### config.mk
export PLATFORM = sky130hd
export DESIGN_NAME = bcd_seg_scan
export DESIGN_NICKNAME = d
export VERILOG_FILES = /design/src/rtl/bcd_seg_scan.sv
export SDC_FILE = /design/constraint.sdc
export NUM_CORES = 1
export LEC_CHECK = 0
export BUFFER_PORTS_ARGS = -buffer_cell sky130_fd_sc_hd__buf_2
export CAP_MARGIN = 20
export CORE_MARGIN = 2
export CORE_UTILIZATION = 46
export DETAILED_ROUTE_END_ITERATION = 10
export PLACE_DENSITY = 0.68
export SKIP_CTS_REPAIR_TIMING = 1
export SYNTH_ARGS = -nofsm -noshare
export SYNTH_HDL_FRONTEND = slang
export SYNTH_SLANG_ARGS = --single-unit
### constraint.sdc
create_clock -name clk -period 3.09 [get_ports clk]
set_input_delay 0.7725 -clock clk [delete_from_list [all_inputs] [get_ports clk]]
set_output_delay 0.7725 -clock clk [all_outputs]
set_load 0.02 [all_outputs]
### src/rtl/bcd_seg_scan.sv
// Time-multiplexed 4-digit 7-segment driver for packed-BCD hours/minutes.
// Optional dp blinking is enabled by defining SEG_SCAN_BLINK_EN.
module bcd_seg_scan #(
    parameter int SCAN_DIV     = 1000,
    parameter bit ACTIVE_LOW   = 1'b1,
    parameter int BLINK_FRAMES = 64
) (
    input  logic       clk,
    input  logic       reset,
    input  logic [7:0] hours,
    input  logic [7:0] minutes,
    input  logic       blank_lz,
    output logic [6:0] seg,
    output logic       dp,
    output logic [3:0] an,
    output logic       digit_err
);

    localparam int PW = (SCAN_DIV > 2) ? $clog2(SCAN_DIV) : 1;

    logic [PW-1:0] pre_cnt_q, pre_cnt_d;
    logic [1:0]    idx_q, idx_d;
    logic [15:0]   shadow_q, shadow_d;
    logic          digit_err_q, digit_err_d;
    logic [6:0]    seg_q, seg_d;
    logic          dp_q, dp_d;
    logic [3:0]    an_q, an_d;
    logic          frame_start, wrap, drive, blink_on;
    logic [3:0]    nibble;
    logic [3:0]    an_act;

    function automatic logic [6:0] decode(input logic [3:0] n);
        case (n)
            4'd0:    decode = 7'b0111111;
            4'd1:    decode = 7'b0000110;
            4'd2:    decode = 7'b1011011;
            4'd3:    decode = 7'b1001111;
            4'd4:    decode = 7'b1100110;
            4'd5:    decode = 7'b1101101;
            4'd6:    decode = 7'b1111101;
            4'd7:    decode = 7'b0000111;
            4'd8:    decode = 7'b1111111;
            4'd9:    decode = 7'b1101111;
            default: decode = 7'b1000000;
        endcase
    endfunction

    function automatic logic out_of_range(input logic [7:0] h, input logic [7:0] m);
        out_of_range = (h[7:4] > 4'd9) || (h[3:0] > 4'd9) ||
                       (m[7:4] > 4'd9) || (m[3:0] > 4'd9) ||
                       (h > 8'h23) || (m > 8'h59);
    endfunction

`ifdef SEG_SCAN_BLINK_EN
    localparam int FW = $clog2(BLINK_FRAMES + 1);

    logic [FW-1:0] frame_cnt_q, frame_cnt_d;
    logic          blink_q, blink_d;

    // Completed frames are counted on the idx 3 -> 0 wrap.
    always_comb begin
        frame_cnt_d = frame_cnt_q;
        blink_d     = blink_q;
        if (wrap && (idx_q == 2'd3)) begin
            if (frame_cnt_q == FW'(BLINK_FRAMES - 1)) begin
                frame_cnt_d = '0;
                blink_d     = ~blink_q;
            end else begin
                frame_cnt_d = frame_cnt_q + FW'(1);
            end
        end
    end

    always_ff @(posedge clk) begin
        if (reset) begin
            frame_cnt_q <= '0;
            blink_q     <= 1'b0;
        end else begin
            frame_cnt_q <= frame_cnt_d;
            blink_q     <= blink_d;
        end
    end

    assign blink_on = blink_q;
`else
    assign blink_on = (BLINK_FRAMES > 0);
`endif

    always_comb begin
        frame_start = (pre_cnt_q == '0) && (idx_q == 2'd0);
        wrap        = (pre_cnt_q == PW'(SCAN_DIV - 1));
        pre_cnt_d   = wrap ? '0 : pre_cnt_q + PW'(1);
        idx_d       = wrap ? idx_q + 2'd1 : idx_q;

        shadow_d    = shadow_q;
        digit_err_d = digit_err_q;
        if (frame_start) begin
            shadow_d    = {hours, minutes};
            digit_err_d = out_of_range(hours, minutes);
        end

        // Slot 0 of every digit is blank so the previous digit cannot ghost.
        drive  = (pre_cnt_q != '0);
        nibble = shadow_q[{idx_q, 2'b00} +: 4];
        an_act = drive ? (4'b0001 << idx_q) : 4'b0000;
        if (blank_lz && (shadow_q[15:12] == 4'd0))
            an_act[3] = 1'b0;

        seg_d = decode(nibble) ^ {7{ACTIVE_LOW}};
        an_d  = an_act ^ {4{ACTIVE_LOW}};
        dp_d  = (drive && (idx_q == 2'd2) && blink_on) ^ ACTIVE_LOW;
    end

    always_ff @(posedge clk) begin
        if (reset) begin
            pre_cnt_q   <= '0;
            idx_q       <= 2'd0;
            shadow_q    <= 16'h0000;
            digit_err_q <= 1'b0;
            seg_q       <= {7{ACTIVE_LOW}};
            dp_q        <= ACTIVE_LOW;
            an_q        <= {4{ACTIVE_LOW}};
        end else begin
            pre_cnt_q   <= pre_cnt_d;
            idx_q       <= idx_d;
            shadow_q    <= shadow_d;
            digit_err_q <= digit_err_d;
            seg_q       <= seg_d;
            dp_q        <= dp_d;
            an_q        <= an_d;
        end
    end

    assign seg       = seg_q;
    assign dp        = dp_q;
    assign an        = an_q;
    assign digit_err = digit_err_q;

endmodule

==> results.md <==
- Outcome: complete, no violations
- Max clock buf depth: 2
- Gr ovfl total: 0
- P_sw: 288 µW
- Clock power frac: approximately a third
- TritonCTS Buffers: 5
- Worst reg-to-reg setup slack: ~1.2 ns
- Via count: around 1400
- Largest family of logic cells by synthesized area: simple AND/OR/NAND/NOR gates
- Post-Synth XOR/XNOR Area: 4.40%
- Final Setup Violations: 0
- Vias in the first global route: between 1000 and 1500
- Mapped cell area: 1790 µm²
- First-pass GRT wire length: 5710 µm
- Yosys cell types: 37
- Post-synthesis compound-gate area fraction: under 10%
- HP Start: shadow_q[6]
- Die X: between 60 and 70 µm
- Crit path launch: idx_q[0]
- Nets@finish: 254
- Net Sw Frac: 26.5%
- Final hold viol count: 0
- Final WL: around 3300 µm
- Avg Inst Size Synth: 9.19 µm²
- Via density: 5.01
- Die Y: 66.4 µm
- # IOs: 32
- F_max: approximately 540 MHz
- RSZ-0062 raised after global routing: no
- Sequential Power Share: a little over half
- Pin count of the biggest net entering global routing: 27
- CTS tree: done
- Lkg Pwr: 0.810 nW
- IO buf count: 31
- Int Power: between 700 and 800 µW
- Residual DRC: 0
- P&R area growth vs syn: 13.5%
- Relative slew slack: 53.4%
- Initial Utilization: 48.2%
- H-Tree Depth: 2
- Die Footprint: 4410 µm²
- GR Util All Layers: 17.4%
- Yosys Warn Count: 0
- Worst-Skew Late Latency: 0.29 ns
- CP Max Fanout: 7
- Power Dens Cells: approximately 530 nW/µm²
- Post-synth net total: 225
- Setup TNS: 0 ns
- Core box area: between 3000 and 4000 µm²
- Post-synthesis sequential area ratio: between 40 and 50%
- Post-Synth Simple-Gate Area: approximately 22%
- FF-to-FF End: seg[3]
- CP arrival: 2.07 ns
- Worst-Margin Slew: 0.697 ns
- Post-Synth Adder-Cell Area: 7.68%
- First-pass DRT Iterations: 4
- Worst path required time: 3.31 ns
- Routed wire per std cell: 12.1 µm
- Hold Crit Depth: 2
- Mux contribution to synthesized area: 6.70%
- RR Startpoint: idx_q[0]
- Row count: 22
- Hold endpoint: shadow_q[6]
- Dpl ws: 1.24 ns
- Initial antenna violation count: 0
- Hpwl dp: 2390 µm
- Max-Cap Viols: 0
- Mapped Cells: around 200
- Critical path class: reg -> reg
- Final Cycle Share: 59.9%
- # diodes: 0
- CTS sink cnt: 40
- GP Congestion: 0.774
- CP endpoint kind: flip-flop
- Clk_skew: about 0.0033 ns
- CP startpoint kind: flip-flop
- CTS clk-pin slew, worst paths: roughly 0.070 ns
- Root Buffer: clkbuf_8
- Share of cells above drive strength 1: approximately a quarter
- Worst min path class: reg -> reg
- Antenna viol nets, final: 0
- Final worst path period need: 1.85 ns
- Setup ws final: approximately 1.2 ns
- Initial drt markers: 75
- Comb pwr share: 15.1%
- Max VDD drop: between 0.2 and 0.3 mV
- Slew Viols, Final: 0
- R2R cell count: 6
- FF+latch count, synth: 40
## stage by stage
step | cell area [µm²] | total power, mW | utilization (%) | instances | hold WS, ns
after floorplan | 1790 | 0.704 | - | 195 | 0.429
after global placement | 1940 | 0.744 | 52.3 | 265 | 0.436
after detailed placement | 1940 | 0.748 | 52.3 | 265 | 0.443
after CTS | 2030 | 1.09 | 54.7 | 273 | 0.451
after global routing | 2030 | 1.14 | 54.7 | 273 | 0.469
final | 2030 | 1.09 | 54.7 | 273 | 0.451
## cells in the final DEF, fill, tap and decap left out, types with 2 or more instances in the layout
cell      instances
nand2_1          44
nand2b_1          3
nand4_1           3
a21oi_1          17
nor4_1            2
nor2_1            6
clkbuf_8          6
buf_2            31
nand3_1           3
o21ai_0           4
mux4_2            4
dfxtp_1          40
nor3_1            3
ha_1             11
xor2_1            3
clkbuf_1          2
inv_1            10
mux2i_1           3
xnor2_1           6
nor2_2            8
## Yosys cell counts
| library cell | n | area, µm² |
|---|---|---|
| nor4_1 | 2 | 12.5 |
| clkbuf_1 | 3 | 11.3 |
| o21a_1 | 1 | 7.51 |
| nor4_2 | 1 | 12.5 |
| buf_6 | 3 | 33.8 |
| xnor2_1 | 6 | 52.6 |
| mux2i_1 | 3 | 30.0 |
| a21o_1 | 1 | 7.51 |
| or3b_1 | 1 | 8.76 |
| xor2_1 | 3 | 26.3 |
| ha_1 | 11 | 138 |
| nor3b_1 | 1 | 7.51 |
| a2111oi_0 | 1 | 8.76 |
| o21ai_0 | 4 | 20.0 |
| and4_1 | 1 | 8.76 |
| and2_1 | 1 | 6.26 |
| a21oi_1 | 17 | 85.1 |
| nand4_1 | 3 | 18.8 |
| nor2b_1 | 1 | 6.26 |
| nand2b_2 | 1 | 8.76 |
| dfxtp_1 | 40 | 801 |
| nand2b_1 | 3 | 18.8 |
| inv_1 | 10 | 37.5 |
| o22a_1 | 1 | 8.76 |
| nand2_1 | 44 | 165 |
| nor3_1 | 3 | 15.0 |
| nor2_2 | 8 | 50.1 |
| buf_4 | 2 | 15.0 |
| or4_4 | 1 | 11.3 |
| nand3_1 | 3 | 15.0 |
| o21ai_1 | 1 | 5.00 |
| nor2_1 | 6 | 22.5 |
| o22ai_1 | 1 | 6.26 |
| buf_1 | 1 | 3.75 |
| nor2_4 | 1 | 11.3 |
| mux4_2 | 4 | 90.1 |
| a31oi_1 | 1 | 6.26 |
## sequential cells by signal, summed over array words and instances (netlist names)
register   cells
pre_cnt_q     10
digit_err      1
seg            7
shadow_q      16
idx_q          2
an             4
## cell type report
type,instances,area [µm²]
clock buffers,8,90.1
fillers,379,1680
inverters,10,37.5
multi-input cells,136,891
flip-flops and latches,40,801
well taps,48,60.1
repair buffers,31,155
## worst max path at each step
stage / to / slack, ns / cells past startpoint
2_1_floorplan: seg[3] / 1.44 / 7
3_3_place_gp: seg[3] / 1.26 / 6
3_5_place_dp: seg[3] / 1.24 / 6
4_1_cts: seg[3] / 1.22 / 6
5_1_grt: shadow_q[15] / 1.05 / 5
6_report: seg[3] / 1.24 / 6
## layer usage
metal	vias up	GRT usage [%]	share of wire (%)
li1	704	-	-
met1	628	23.4	52
met2	31	25.5	42
met3	6	4.26	4.8
met4	0	9.18	2.2
met5	-	0	0
## kinds of logic after synthesis
logic type / after synthesis
flip-flops: 40
AO/OA/AOI/OAI: 28
buffers and inverters: 19
adder cells (fa/ha/maj): 11
AND/OR/NAND/NOR: 81
XOR/XNOR: 9
multiplexers: 7
## worst max-delay path, cell delays in order (launching register included)
cell and delay (ns):
dfxtp_1 0.54, mux4_2 0.61, inv_1 0.14, ha_1 0.25
inv_1 0.05, mux2i_1 0.06, o21ai_0 0.13
## power by group through the flow
stage	clock [mW]	combinational (mW)	sequential [mW]
after global placement	0	0.163	0.581
final	0.351	0.164	0.571
after detailed placement	0	0.165	0.583
after global routing	0.380	0.188	0.575
after floorplan	0	0.107	0.597
after CTS	0.357	0.165	0.571
(Power assumes the default switching activity.)
